File: src/rtl/vga_timing_gen_if.sv
// Register port of the VGA timing generator: shadow writes, commit request
// and the pending/error status returned by the generator.
interface vga_timing_gen_if #(
    parameter int CW = 11
);
    logic          cfg_wr;
    logic [2:0]    cfg_addr;
    logic [CW-1:0] cfg_data;
    logic          cfg_commit;
    logic          cfg_pending;
    logic          cfg_err;

    modport master (
        output cfg_wr, cfg_addr, cfg_data, cfg_commit,
        input  cfg_pending, cfg_err
    );

    modport slave (
        input  cfg_wr, cfg_addr, cfg_data, cfg_commit,
        output cfg_pending, cfg_err
    );
endinterface

File: src/rtl/vga_timing_gen.sv
// VGA pixel/line timing generator. Boundary values are staged in shadow
// registers and moved to the working set only at a frame wrap.
module vga_timing_gen #(
    parameter int CW       = 11,
    parameter bit SYNC_POL = 1'b0,
    parameter int H_ACT_D  = 640,
    parameter int H_SS_D   = 656,
    parameter int H_SE_D   = 752,
    parameter int H_TOT_D  = 800,
    parameter int V_ACT_D  = 480,
    parameter int V_SS_D   = 490,
    parameter int V_SE_D   = 492,
    parameter int V_TOT_D  = 525
) (
    input  logic            clk,
    input  logic            rst,
    input  logic            pix_en,
    vga_timing_gen_if.slave cfg,
    output logic [CW-1:0]   h_count,
    output logic [CW-1:0]   v_count,
    output logic            hsync,
    output logic            vsync,
    output logic            active,
    output logic            line_start,
    output logic            frame_start
);
    localparam logic [2:0] A_H_ACT = 3'd0;
    localparam logic [2:0] A_H_SS  = 3'd1;
    localparam logic [2:0] A_H_SE  = 3'd2;
    localparam logic [2:0] A_H_TOT = 3'd3;
    localparam logic [2:0] A_V_ACT = 3'd4;
    localparam logic [2:0] A_V_SS  = 3'd5;
    localparam logic [2:0] A_V_SE  = 3'd6;
    localparam logic [2:0] A_V_TOT = 3'd7;

    localparam logic [CW-1:0] ZERO_W = {CW{1'b0}};
    localparam logic [CW-1:0] ONE_W  = CW'(1);
    localparam logic [CW-1:0] TWO_W  = CW'(2);

    localparam logic [7:0][CW-1:0] REG_DEFAULTS = {
        CW'(V_TOT_D), CW'(V_SE_D), CW'(V_SS_D), CW'(V_ACT_D),
        CW'(H_TOT_D), CW'(H_SE_D), CW'(H_SS_D), CW'(H_ACT_D)
    };

    logic [CW-1:0]         h_q, h_d, v_q, v_d;
    logic [7:0][CW-1:0]    shd_q, shd_d, wrk_q, wrk_d;
    logic                  pend_q, pend_d, err_q, err_d;
    logic                  h_last_s, v_last_s, frame_wrap_s;

    function automatic logic cfg_valid(input logic [7:0][CW-1:0] r);
        logic ok;
        ok = (r[A_H_TOT] >= TWO_W) && (r[A_V_TOT] >= TWO_W)
          && (r[A_H_ACT] <= r[A_H_TOT])
          && (r[A_H_SS] <= r[A_H_SE]) && (r[A_H_SE] <= r[A_H_TOT])
          && (r[A_V_ACT] <= r[A_V_TOT])
          && (r[A_V_SS] <= r[A_V_SE]) && (r[A_V_SE] <= r[A_V_TOT]);
        return ok;
    endfunction

    assign h_last_s     = (h_q == (wrk_q[A_H_TOT] - ONE_W));
    assign v_last_s     = (v_q == (wrk_q[A_V_TOT] - ONE_W));
    assign frame_wrap_s = pix_en && h_last_s && v_last_s;

    // Next-state: shadow writes, raster counters, commit validation and apply
    always_comb begin
        shd_d  = shd_q;
        wrk_d  = wrk_q;
        h_d    = h_q;
        v_d    = v_q;
        pend_d = pend_q;
        err_d  = 1'b0;

        if (cfg.cfg_wr) begin
            shd_d[cfg.cfg_addr] = cfg.cfg_data;
        end else begin
            shd_d = shd_q;
        end

        if (pix_en) begin
            if (h_last_s) begin
                h_d = ZERO_W;
                if (v_last_s) begin
                    v_d = ZERO_W;
                end else begin
                    v_d = v_q + ONE_W;
                end
            end else begin
                h_d = h_q + ONE_W;
            end
        end else begin
            h_d = h_q;
            v_d = v_q;
        end

        // Apply uses the pre-edge shadow; a commit in this cycle re-arms for the next wrap
        if (frame_wrap_s && pend_q) begin
            wrk_d  = shd_q;
            pend_d = 1'b0;
        end else begin
            wrk_d = wrk_q;
        end

        if (cfg.cfg_commit) begin
            if (cfg_valid(shd_d)) begin
                pend_d = 1'b1;
            end else begin
                err_d = 1'b1;
            end
        end else begin
            err_d = 1'b0;
        end
    end

    // State registers with synchronous reset to the default timing
    always_ff @(posedge clk) begin
        if (rst) begin
            h_q    <= ZERO_W;
            v_q    <= ZERO_W;
            shd_q  <= REG_DEFAULTS;
            wrk_q  <= REG_DEFAULTS;
            pend_q <= 1'b0;
            err_q  <= 1'b0;
        end else begin
            h_q    <= h_d;
            v_q    <= v_d;
            shd_q  <= shd_d;
            wrk_q  <= wrk_d;
            pend_q <= pend_d;
            err_q  <= err_d;
        end
    end

    assign h_count     = h_q;
    assign v_count     = v_q;
    assign active      = (h_q < wrk_q[A_H_ACT]) && (v_q < wrk_q[A_V_ACT]);
    assign hsync       = ((h_q >= wrk_q[A_H_SS]) && (h_q < wrk_q[A_H_SE])) ? SYNC_POL : ~SYNC_POL;
    assign vsync       = ((v_q >= wrk_q[A_V_SS]) && (v_q < wrk_q[A_V_SE])) ? SYNC_POL : ~SYNC_POL;
    assign line_start  = pix_en && (h_q == ZERO_W);
    assign frame_start = line_start && (v_q == ZERO_W);

    assign cfg.cfg_pending = pend_q;
    assign cfg.cfg_err     = err_q;
endmodule

File: src/flat_wrapper.sv
// flat-port wrapper written by rule: the top's interface ports become plain ports
module vga_timing_gen_flat 
#(
    parameter int CW       = 11,
    parameter bit SYNC_POL = 1'b0,
    parameter int H_ACT_D  = 640,
    parameter int H_SS_D   = 656,
    parameter int H_SE_D   = 752,
    parameter int H_TOT_D  = 800,
    parameter int V_ACT_D  = 480,
    parameter int V_SS_D   = 490,
    parameter int V_SE_D   = 492,
    parameter int V_TOT_D  = 525
)
  (clk, rst, pix_en, h_count, v_count, hsync, vsync, active, line_start, frame_start, cfg_cfg_wr, cfg_cfg_addr, cfg_cfg_data, cfg_cfg_commit, cfg_cfg_pending, cfg_cfg_err);
  vga_timing_gen_if #(.CW(CW)) cfg_i ();
  input  logic clk;
  input  logic rst;
  input  logic pix_en;
  output logic [CW-1:0] h_count;
  output logic [CW-1:0] v_count;
  output logic hsync;
  output logic vsync;
  output logic active;
  output logic line_start;
  output logic frame_start;
  input wire logic [$bits(cfg_i.cfg_wr)-1:0] cfg_cfg_wr;
  input wire logic [$bits(cfg_i.cfg_addr)-1:0] cfg_cfg_addr;
  input wire logic [$bits(cfg_i.cfg_data)-1:0] cfg_cfg_data;
  input wire logic [$bits(cfg_i.cfg_commit)-1:0] cfg_cfg_commit;
  output wire logic [$bits(cfg_i.cfg_pending)-1:0] cfg_cfg_pending;
  output wire logic [$bits(cfg_i.cfg_err)-1:0] cfg_cfg_err;
  assign cfg_i.cfg_wr = cfg_cfg_wr;
  assign cfg_i.cfg_addr = cfg_cfg_addr;
  assign cfg_i.cfg_data = cfg_cfg_data;
  assign cfg_i.cfg_commit = cfg_cfg_commit;
  assign cfg_cfg_pending = cfg_i.cfg_pending;
  assign cfg_cfg_err = cfg_i.cfg_err;
  vga_timing_gen #(.CW(CW), .SYNC_POL(SYNC_POL), .H_ACT_D(H_ACT_D), .H_SS_D(H_SS_D), .H_SE_D(H_SE_D), .H_TOT_D(H_TOT_D), .V_ACT_D(V_ACT_D), .V_SS_D(V_SS_D), .V_SE_D(V_SE_D), .V_TOT_D(V_TOT_D)) u_core (.clk(clk), .rst(rst), .pix_en(pix_en), .cfg(cfg_i), .h_count(h_count), .v_count(v_count), .hsync(hsync), .vsync(vsync), .active(active), .line_start(line_start), .frame_start(frame_start));
endmodule
File: config.mk
export PLATFORM = sky130hd
export DESIGN_NAME = vga_timing_gen_flat
export DESIGN_NICKNAME = d
export VERILOG_FILES = /design/src/rtl/vga_timing_gen_if.sv /design/src/rtl/vga_timing_gen.sv /design/src/flat_wrapper.sv
export SDC_FILE = /design/constraint.sdc
export NUM_CORES = 1
export LEC_CHECK = 0
export CAP_MARGIN = 15
export CELL_PAD_IN_SITES_DETAIL_PLACEMENT = 1
export CELL_PAD_IN_SITES_GLOBAL_PLACEMENT = 1
export CORE_AREA = 2 2 184 186
export CTS_BUF_LIST = sky130_fd_sc_hd__clkbuf_8
export CTS_CLUSTER_DIAMETER = 150
export CTS_CLUSTER_SIZE = 16
export DETAILED_ROUTE_END_ITERATION = 10
export DIE_AREA = 0 0 186 188
export PLACE_DENSITY = 0.63
export SLEW_MARGIN = 30
export SYNTH_ARGS = -nofsm -noshare
export SYNTH_HDL_FRONTEND = slang
export SYNTH_SLANG_ARGS = --single-unit
File: constraint.sdc
create_clock -name clk -period 3.63 [get_ports clk]
set_input_delay 0.9075 -clock clk [delete_from_list [all_inputs] [get_ports clk]]
set_output_delay 0.9075 -clock clk [all_outputs]
set_load 0.02 [all_outputs]
# Word level (Yosys, flattened, before mapping)
# Index checks and enable logic that the tools add are counted.
# op_classes
addsub	4
mul	0
div_mod_pow	0
n_lt_le_gt_ge	16
n_eq_ne	2
n_shift	0
n_mux	12
n_bitwise	1
reduce_logical	20
# ops
op	n
$bwmux W88	1
$mux W88	1
$le A11 B11 Y1	6
$lt A11 B11 Y1	4
$demux W11 S3	1
$mux W11	3
$add A11 B1 Y11 const B	2
$eq A11 B11 Y1	2
$ge A11 B11 Y1	2
$ge A11 B2 Y1 const B	2
$logic_not A11 Y1	2
$sub A11 B1 Y11 const B	2
$logic_and A1 B1 Y1	16
$mux W1	6
$lt A3 B4 Y1 const B	1
$ge A3 B1 Y1 const B	1
$reduce_and A2 Y1	1
$reduce_or A2 Y1	1
$not A1 Y1	1
# totals
reg_bits	200
latch_bits	0
ram_bits	0
mem_bits_ro	0
elab_cells	75
memories	0

# Logic depth before layout (Yosys ltp)
# Gate-level depths: netlist of run 1.
# logic_depth
word_depth	16
ltp_mapped	14
mapped_depth_nobuf	13

# Least setup slack after synthesis of run 1
# No wires, ideal clock.
# synth_timing
path_type	in2reg
startpoint	input cfg_cfg_addr[2]
endpoint	register u_core.err_q, in the netlist u_core.cfg.cfg_err
setup_time_ps	116
arrival_time_ps	3713
required_time_ps	3514
slack_ps	-199
path_stages	12
cell_sequence	clkbuf_1 nor4b_1 clkbuf_1 mux2_2 ha_1 a21oi_1 nor2_1 a211oi_1 o21ai_0 and3_1 a211o_1 and3_1
# synth_rtl
element	line	text
start: declaration	flat_wrapper.sv:28	input wire logic [$bits(cfg_i.cfg_addr)-1:0] cfg_cfg_addr;
end signal: assignment	vga_timing_gen.sv:129	err_q <= err_d;
end: declaration	vga_timing_gen.sv:47	logic pend_q, pend_d, err_q, err_d;

==> flow_summary_export.csv, run 1 <==
group,metric,value,unit
run_status,outcome,"complete, no violations",
worst_setup_path,worstSetupEndpointType,"flop",
grt,grt_pass1_vias,9951,
timing,grt_setup_unrepaired,"true",
synthesis,post_synth.cell_area_avg,9.06,µm²
worst_setup_path,cp_slowest_stage_delay,0.34,ns
worst_setup_path,crit_end,"u_core.cfg.cfg_pending",
worst_setup_path,crit_buf_inv,4,
routing,routed_wl,35.2,mm
grt,antenna_found_initial,0,
synthesis,synthFlopType,"dfxtp_1",
timing,fin_crit,3.58,ns
grt,grt_pass1_wl,55.6,mm
layout,final_util,42.7,%
floorplan,dieArea,35000,µm²
routing,drc,0,
synthesis,netlist_instances,1254,
hold_path,hp-class,"flop to flop",
routing,viasPerCell,5.06,
timing,fin_tns_setup,0,ns
worst_setup_path,cp.depth,14,
layout,syn_to_final_growth,24.6,%
pwr,power.static_leakage,6.03,nW
floorplan,core_area,33100,µm²
floorplan,die_y,188,µm
placed_design,gp_congestion,0.802,
timing,max_freq,280,MHz
synthesis,synth_nets,1403,
synthesis,yosysUniqueCellTypes,60,
clocking,cts_sinks,200,
layout,diodes,0,
layout,design_area,14200,µm²
clocking,ctsHoldBuffers,0,
routing,drt_first_iter_violations,421,
clocking,cts_inserted_buffers,17,
timing,fin_ws,0.0525,ns
worst_setup_path,worstPathMaxFanout,6,
clocking,cts_tree,"built",
clocking,cts-root-buf,"clkbuf_8",
worst_setup_path,rrSetupSlack,0.29,ns
clocking,clk_latency,0.48,ns
grt,overflow,0,
timing,drv_slew,0,
routing,vias,9468,
floorplan,floorplan.initialDensity,34.3,%
worst_setup_path,crit_top_cell,"buf_4",
worst_setup_path,crit_slowest_cell,"mux2_2",
layout,fillers,3792,
routing,ant_nets,0,
synthesis,synth-edff-count,0,
routing,dr.pass1.iters,5,
synthesis,post-synth-top-count-cell,"dfxtp_1",
placed_design,io_buffers,47,
layout,seqCellArea,4010,µm²
synthesis,synthTopCellsByArea,"dfxtp_1, ha_1, mux2i_1",
synthesis,ys_warn_count,0,
layout,drive_above_1_share,20.2,%
synthesis,ys_async_sr_fraction,0,%
placed_design,dp_slack,-0.719,ns
layout,multi_input_area,7010,µm²
synthesis,synth_area_leader_cell,"dfxtp_1",
worst_setup_path,rr_worst_depth,12,
synthesis,yosysSeqAreaShare,35.3,%
worst_setup_path,start_kind,"input pin",
floorplan,fp.dieW,186,µm
grt,track_usage,20.7,%
synthesis,netlist_top_cells_count,"dfxtp_1, nor2_1, ha_1",
floorplan,io_pins,48,
timing,min_period_over_period,98.6,%
synthesis,synthesis.area,11400,µm²
floorplan,fp-row-count,67,
placed_design,place_area,13300,µm²
synthesis,synth-seq-cells,200,
worst_setup_path,critical_path_class,"input pin to flop",
timing,hold_violations,0,
hold_path,hold_depth,2,
clocking,cts_buffer_depth,2,
worst_setup_path,cp.required,4.04,ns
worst_setup_path,arrival,3.98,ns
worst_setup_path,cp_top_family,"compound AO/OA/AOI/OAI gates",
placed_design,post-dp-hpwl,27.0,mm
worst_setup_path,crit_chain,"dlygate4sd2_1, buf_4, nor4b_2, buf_4, buf_4, mux2_2, ha_1, a21oi_1, o21ai_0, a31oi_1, nand3_1, and3_1, a211o_1, o32ai_2",
timing,fin_skew,0.0146,ns
timing,worst_slew_pin_slew,0.845,ns
timing,relSlewSlack,43.3,%
clocking,htree_levels,4,
routing,routedWlPerCell,18.8,µm
worst_setup_path,r2r-start,"u_core.wrk_q[33]",
timing,setup_viol,0,
pwr,power,0.00422,W
pwr,ir_drop,0.210,mV
worst_setup_path,startpoint,"cfg_cfg_addr[2]",
job,maxCapViolations,0,
worst_setup_path,reg2reg_to,"u_core.wrk_q[76]",
clocking,clk_pin_slew_worst_paths,0.11,ns
pwr,powerDensity,298,nW/µm²
layout,fin_nets,1559,
synthesis,synth.top_cell.area_share,35.3,%
grt,grt_max_degree,54,
-- timing repair --
item                                    in CTS  in global routing
pin swaps                                    7                 24
cloned                                       0                  0
resized for setup                           60                 40
buffers inserted                             7                  5
hold endpoints to repair                     0                  0
endpoints found under the setup margin       7                  9
-- flip-flops by register name (all words and copies together), names as in the netlist --
| signal | count |
|---|---|
| u_core.shd_q | 88 |
| u_core.wrk_q | 88 |
| u_core.h_count | 11 |
| u_core.v_count | 11 |
| u_core.cfg.cfg_err | 1 |
| u_core.cfg.cfg_pending | 1 |
-- where the power goes --
group / internal (W) / switching (W) / total, W
sequential: 0.00222 / 0.0000257 / 0.00225
combinational: 0.000245 / 0.000272 / 0.000516
clock: 0.000581 / 0.000876 / 0.00146
total: 0.00305 / 0.00117 / 0.00422
-- worst min path at each step --
stage	start	to	slack (ns)
finish	u_core.wrk_q[59]	u_core.wrk_q[59]	0.50
global route	u_core.wrk_q[70]	u_core.wrk_q[70]	0.53
CTS	u_core.wrk_q[59]	u_core.wrk_q[59]	0.51
detailed placement	u_core.wrk_q[59]	u_core.wrk_q[59]	0.48
global placement	u_core.wrk_q[0]	u_core.wrk_q[0]	0.47
floorplan	u_core.shd_q[86]	u_core.wrk_q[86]	0.44
-- cell families after synthesis --
logic type / after synthesis / share of synthesized area (%)
buffers and inverters: 161 / 5.89
xor gates and xnor gates: 48 / 3.70
AOI/OAI and AO/OA: 164 / 9.64
DFF: 200 / 35.3
muxes: 150 / 13.7
and+or+nand+nor: 400 / 17.4
adders and majority gates: 131 / 14.4
-- placed cells by master, fill, tap and decap left out, drive strengths merged, types with 25 or more instances in the layout --
| cell | Yosys | final |
|---|---|---|
| xor2 | 27 | 27 |
| buf | 17 | 159 |
| nor2 | 139 | 139 |
| o211ai | 34 | 34 |
| clkdlybuf4s50 | 0 | 37 |
| nand2b | 25 | 25 |
| o21ai | 30 | 30 |
| mux2 | 42 | 42 |
| dfxtp | 200 | 200 |
| inv | 96 | 103 |
| ha | 130 | 130 |
| a21oi | 37 | 37 |
| nand4 | 28 | 28 |
| nand2 | 86 | 86 |
| and2 | 26 | 26 |
| mux2i | 108 | 108 |
-- tightest hold or removal path: cells and delay by family (launching register included) --
family / cells / cell delay, ns
multiplexers: 1 / 0.06
AND/OR/NAND/NOR: 1 / 0.07
flip-flops: 1 / 0.34
-- final cells by class --
class | instances | share of cell area, %
Multi-Input combinational cell | 893 | 49.5
Timing Repair Buffer | 202 | 12.9
Tap cell | 448 | 3.96
Clock buffer | 18 | 1.75
Inverter | 96 | 2.55
Clock inverter | 14 | 0.999
Sequential cell | 200 | 28.3
-- metal layers --
layer  routed length [µm]  GRT usage [%]
met1                18100           29.7
met2                15900           33.0
met3                  788           2.62
met4                  393           4.30
met5                    0              0
-- through the flow --
| stage | hold WS (ns) | std cells |
|---|---|---|
| after global placement | 0.471 | 1827 |
| after global routing | 0.531 | 1871 |
| after CTS | 0.507 | 1866 |
| after floorplan | 0.445 | 1254 |
| after detailed placement | 0.482 | 1827 |
| final | 0.499 | 1871 |
Power figures use the tool's default switching activity.
==> inputs of run 2 (changes only) <==
--- a/config.mk
+++ b/config.mk
@@ -6,15 +6,13 @@
 export NUM_CORES = 1
 export LEC_CHECK = 0
 export CAP_MARGIN = 15
-export CELL_PAD_IN_SITES_DETAIL_PLACEMENT = 1
-export CELL_PAD_IN_SITES_GLOBAL_PLACEMENT = 1
 export CORE_AREA = 2 2 184 186
 export CTS_BUF_LIST = sky130_fd_sc_hd__clkbuf_8
 export CTS_CLUSTER_DIAMETER = 150
 export CTS_CLUSTER_SIZE = 16
 export DETAILED_ROUTE_END_ITERATION = 10
 export DIE_AREA = 0 0 186 188
-export PLACE_DENSITY = 0.63
+export PLACE_DENSITY = 0.51
 export SLEW_MARGIN = 30
 export SYNTH_ARGS = -nofsm -noshare
 export SYNTH_HDL_FRONTEND = slang
==> flow_summary_export.csv, run 2 (synthesis gave the netlist of run 1 again) <==
group,metric,value,unit
run_status,outcome,"complete, no violations",
layout,reg.largest.list,"u_core.shd_q (88), u_core.wrk_q (88)",
placed_design,gp_congestion,0.845,
clocking,cts_buffer_depth,2,
hold_path,hp-class,"flop to flop",
floorplan,core_area,33100,µm²
grt,track_usage,18.9,%
hold_path,hold_depth,2,
layout,finalNonFillerCells,1864,
placed_design,post-dp-hpwl,24.9,mm
routing,drc,0,
hold_path,hp-start,"u_core.shd_q[61]",
grt,grt_pass1_vias,8904,
worst_setup_path,worstSetupEndpointType,"output pin",
grt,overflow,0,
timing,max_freq,284,MHz
clocking,ctsHoldBuffers,0,
pwr,ir_drop,0.231,mV
layout,syn_to_final_growth,23.4,%
pwr,power,0.00419,W
routing,drt_first_iter_violations,549,
timing,setup_viol,0,
layout,fin_nets,1552,
routing,routedWlPerCell,17.2,µm
floorplan,fp.dieW,186,µm
worst_setup_path,rr_worst_depth,12,
clocking,clk_latency,0.48,ns
floorplan,die_y,188,µm
placed_design,dp_cells,1822,
clocking,cts-root-buf,"clkbuf_8",
clocking,cts_inserted_buffers,17,
timing,fin_crit,3.52,ns
worst_setup_path,start_kind,"flop",
grt,grt_max_degree,56,
routing,vias,9246,
timing,drv_slew,0,
floorplan,floorplan.initialDensity,34.3,%
worst_setup_path,cp.required,2.72,ns
layout,final_cell_mix,"dfxtp_1, nor2_1, buf_4",
clocking,cts_sinks,200,
routing,dr.pass1.iters,5,
grt,grt_pass1_wl,50.7,mm
worst_setup_path,critical_path_class,"flop to output pin",
hold_path,hold_end,"u_core.wrk_q[61]",
routing,routed_wl,32.0,mm
worst_setup_path,worstPathMaxFanout,4,
timing,hold_violations,0,
timing,holdWs,0.500,ns
timing,worst_slew_pin_slew,0.763,ns
worst_setup_path,r2r-start,"u_core.wrk_q[34]",
clocking,clk_pin_slew_worst_paths,0.10,ns
worst_setup_path,arrival,2.62,ns
floorplan,dieArea,35000,µm²
worst_setup_path,rrSetupSlack,0.38,ns
pwr,powerDensity,299,nW/µm²
floorplan,fp-row-count,67,
worst_setup_path,reg2reg_to,"u_core.wrk_q[67]",
placed_design,io_buffers,47,
clocking,cts_tree,"built",
pwr,power.static_leakage,6.00,nW
routing,ant_nets,0,
timing,relSlewSlack,48.7,%
floorplan,io_pins,48,
timing,grt_setup_unrepaired,"false",
layout,diodes,0,
timing,fin_skew,0.0140,ns
grt,antenna_found_initial,0,
timing,min_period_over_period,97.1,%
job,maxCapViolations,0,
routing,viasPerCell,4.96,
clocking,htree_levels,4,
layout,drive_above_1_share,19.0,%
layout,layout_commonest_cell,"dfxtp_1",
run 2: cell types whose count changed in the layout (fill, tap and decap cells not counted), moves of 3 or more:
| cell | change |
|---|---|
| buf_4 | -9 |
| buf_6 | -3 |
| clkinvlp_4 | -3 |
| ha_4 | -3 |
| mux2i_1 | +4 |
| mux2i_2 | -4 |
run 2: critical path: stages (launching register included):
cell      delay, ns
dfxtp_2        0.35
buf_4          0.16
ha_1           0.28
a21boi_0       0.12
o21a_1         0.19
o21ai_2        0.12
a21oi_2        0.08
o211ai_1       0.18
a21oi_1        0.08
or3_1          0.39
buf_4          0.17
run 2: routing by layer:
layer  GRT usage, %  share of wire, %  vias to the layer above
li1               -                 -                     4678
met1           27.6                51                     4381
met2           28.9                44                      160
met3           2.89               4.0                       27
met4           4.94               1.6                        0
met5              0                 0                        -
run 2: report_power, final:
| group | internal (W) | switching [W] |
|---|---|---|
| clock | 0.000581 | 0.000858 |
| combinational | 0.000240 | 0.000263 |
| sequential | 0.00222 | 0.0000235 |
| total | 0.00304 | 0.00115 |
run 2: stage by stage:
stage	util [%]	setup TNS, ns	setup WS [ns]	cell area, µm²
after CTS	41.9	0	0.00942	13900
final	42.3	0	0.106	14000
after floorplan	-	0	0.00365	11400
after global placement	40.2	-2.10	-0.692	13300
after detailed placement	40.2	-2.11	-0.764	13300
after global routing	42.3	0	0.000161	14000
run 2: how the worst max path moves through the flow:
stage                                   to  depth (start not counted)              start
floorplan               u_core.cfg.cfg_err                         13    cfg_cfg_addr[2]
global placement    u_core.cfg.cfg_pending                         14         cfg_cfg_wr
detailed placement  u_core.cfg.cfg_pending                         15         cfg_cfg_wr
CTS                                  vsync                         11   u_core.wrk_q[56]
global route                         hsync                         10  u_core.h_count[1]
finish                               hsync                         10  u_core.h_count[1]
run 2: layout make-up:
type | instances | area (µm²)
Fill cell | 3280 | 19100
Multi-Input combinational cell | 893 | 6910
Sequential cell | 200 | 4010
Timing Repair Buffer | 195 | 1790
Tap cell | 448 | 561
Inverter | 96 | 360
Clock buffer | 18 | 248
Clock inverter | 14 | 139
run 2: timing repair:
| action | 4_1_cts | 5_1_grt |
|---|---|---|
| pin swaps | 2 | 22 |
| endpoints found under the setup margin | 7 | 6 |
| endpoints found under the hold margin | 0 | 0 |
| buffers inserted | 6 | 4 |
| gates resized for setup | 44 | 42 |
==> inputs of run 3 (changes only) <==
--- a/config.mk
+++ b/config.mk
@@ -12,7 +12,7 @@
 export CTS_CLUSTER_SIZE = 16
 export DETAILED_ROUTE_END_ITERATION = 10
 export DIE_AREA = 0 0 186 188
-export PLACE_DENSITY = 0.51
+export PLACE_DENSITY = 0.49
 export SLEW_MARGIN = 30
 export SYNTH_ARGS = -nofsm -noshare
 export SYNTH_HDL_FRONTEND = slang
==> constraint.sdc (replaced) <==
create_clock -name clk -period 4.2 [get_ports clk]
set_input_delay 1.05 -clock clk [delete_from_list [all_inputs] [get_ports clk]]
set_output_delay 1.05 -clock clk [all_outputs]
set_load 0.02 [all_outputs]
==> flow_summary_export.csv, run 3 (synthesis gave the netlist of run 1 again) <==
group,metric,value,unit
worst_setup_path,critical_path_class,"input pin to output pin",
timing,hold_violations,0,
routing,routed_wl,32.7,mm
floorplan,dieArea,35000,µm²
timing,fin_skew,0.0153,ns
run_status,outcome,"complete, no violations",
timing,worst_slew_pin_slew,0.793,ns
timing,drv_slew,0,
timing,max_freq,251,MHz
floorplan,floorplan.initialDensity,34.3,%
hold_path,hp-class,"flop to flop",
placed_design,dp_slack,-0.222,ns
floorplan,die_y,188,µm
clocking,cts_tree,"built",
layout,reg.largest.list,"u_core.shd_q (88), u_core.wrk_q (88)",
clocking,ctsHoldBuffers,0,
placed_design,post-dp-hpwl,25.0,mm
timing,holdWs,0.498,ns
grt,grt_max_degree,66,
grt,grt_pass1_wl,51.5,mm
floorplan,io_pins,48,
grt,antenna_found_initial,0,
grt,track_usage,19.3,%
floorplan,fp.dieW,186,µm
layout,drive_above_1_share,15.2,%
timing,fin_tns_setup,0,ns
pwr,p_int,0.00266,W
clocking,cts_buffer_depth,2,
pwr,powerDensity,267,nW/µm²
routing,viasPerCell,4.95,
job,maxCapViolations,0,
worst_setup_path,start_kind,"input pin",
layout,fillers,3353,
clocking,clk_latency,0.49,ns
layout,final_util,40.9,%
clocking,cts_inserted_buffers,17,
clocking,cts-root-buf,"clkbuf_8",
routing,dr.pass1.iters,5,
timing,relSlewSlack,46.7,%
pwr,ir_drop,0.215,mV
layout,layout_commonest_cell,"dfxtp_1",
clocking,clk_pin_slew_worst_paths,0.10,ns
worst_setup_path,worstPathMaxFanout,2,
pwr,swShare,26.5,%
routing,drt_first_iter_violations,542,
routing,vias,9119,
timing,setup_viol,0,
placed_design,dp_cells,1811,
layout,finalNonFillerCells,1843,
placed_design,io_buffers,47,
worst_setup_path,cp.required,3.15,ns
routing,routedWlPerCell,17.7,µm
timing,grt_setup_unrepaired,"false",
pwr,pwr-share-seq,53.7,%
pwr,power.static_leakage,5.80,nW
layout,diodes,0,
layout,final_cell_mix,"dfxtp_1, nor2_1, ha_1",
worst_setup_path,worstSetupEndpointType,"output pin",
pwr,comb_power_share,11.1,%
timing,fin_ws,0.220,ns
grt,overflow,0,
timing,fin_crit,3.98,ns
worst_setup_path,arrival,2.93,ns
pwr,power.clock.fraction,35.2,%
placed_design,gp_congestion,0.828,
grt,grt_pass1_vias,8802,
layout,fin_nets,1531,
routing,ant_nets,0,
routing,drc,0,
floorplan,core_area,33100,µm²
clocking,cts_sinks,200,
floorplan,fp-row-count,67,
layout,syn_to_final_growth,19.3,%
pwr,netSwitchingPower,0.000958,W
timing,min_period_over_period,94.8,%
clocking,htree_levels,4,
-- run 3: cell types whose count changed in the layout (fill, tap and decap cells not counted), sizes merged --
| cell | previous run | this run |
|---|---|---|
| inv | 104 | 98 |
| dlygate4sd2 | 2 | 1 |
| bufinv | 1 | 2 |
| clkdlybuf4s15 | 1 | 0 |
| clkinv | 2 | 6 |
| buf | 152 | 128 |
| clkdlybuf4s50 | 37 | 43 |
-- run 3: critical path: stages --
cell             delay (ns)
clkdlybuf4s50_1        0.49
nor4b_2                0.19
nand2_1                0.11
nor4_1                 0.18
buf_4                  0.17
and3_1                 0.14
clkdlybuf4s50_1        0.60
-- run 3: path summary, 6_finish.rpt --
check / from / end / slack, ns / depth (start not counted)
worst max-delay path: pix_en / frame_start / 0.22 / 7
worst min-delay path: u_core.shd_q[61] / u_core.wrk_q[61] / 0.50 / 2
worst max register to register: u_core.wrk_q[33] / u_core.wrk_q[30] / 0.63 / 11
worst min register to register: u_core.shd_q[61] / u_core.wrk_q[61] / 0.50 / 2
-- run 3: stage by stage --
step	instance area [µm²]	total power, W
6_report	13600	0.00362
5_1_grt	13600	0.00377
4_1_cts	13500	0.00365
3_5_place_dp	13100	0.00239
3_3_place_gp	13100	0.00238
2_1_floorplan	11400	0.00219
-- run 3: power by group through the flow --
stage          registers [W]  clock network [W]  logic, W
2_1_floorplan        0.00198                  0  0.000206
3_3_place_gp         0.00199                  0  0.000397
3_5_place_dp         0.00199                  0  0.000399
4_1_cts              0.00194            0.00131  0.000401
5_1_grt              0.00195            0.00138  0.000442
6_report             0.00194            0.00128  0.000401
-- run 3: per-layer routing --
| metal | wire length, µm | vias up | global-route usage, % |
|---|---|---|---|
| li1 | - | 4633 | - |
| met1 | 17500 | 4325 | 29.2 |
| met4 | 397 | 0 | 4.42 |
| met5 | 0 | - | 0 |
| met3 | 1040 | 26 | 2.66 |
| met2 | 13700 | 135 | 28.6 |
-- run 3: area by class of cell --
class / instances / area [µm²] / share of cell area (%)
sequential: 200 / 4000 / 29.5
clock inverter: 13 / 131 / 0.969
clock buffer: 19 / 262 / 1.93
timing repair buffer: 174 / 1510 / 11.2
inverter: 96 / 360 / 2.66
multi-input combinational: 893 / 6720 / 49.6
tap: 448 / 561 / 4.14
-- run 3: timing repair --
item	CTS	global route
buffers inserted	0	0
cloned	0	0
resized for setup	3	5
setup endpoints to repair	3	5
pin swaps	0	0
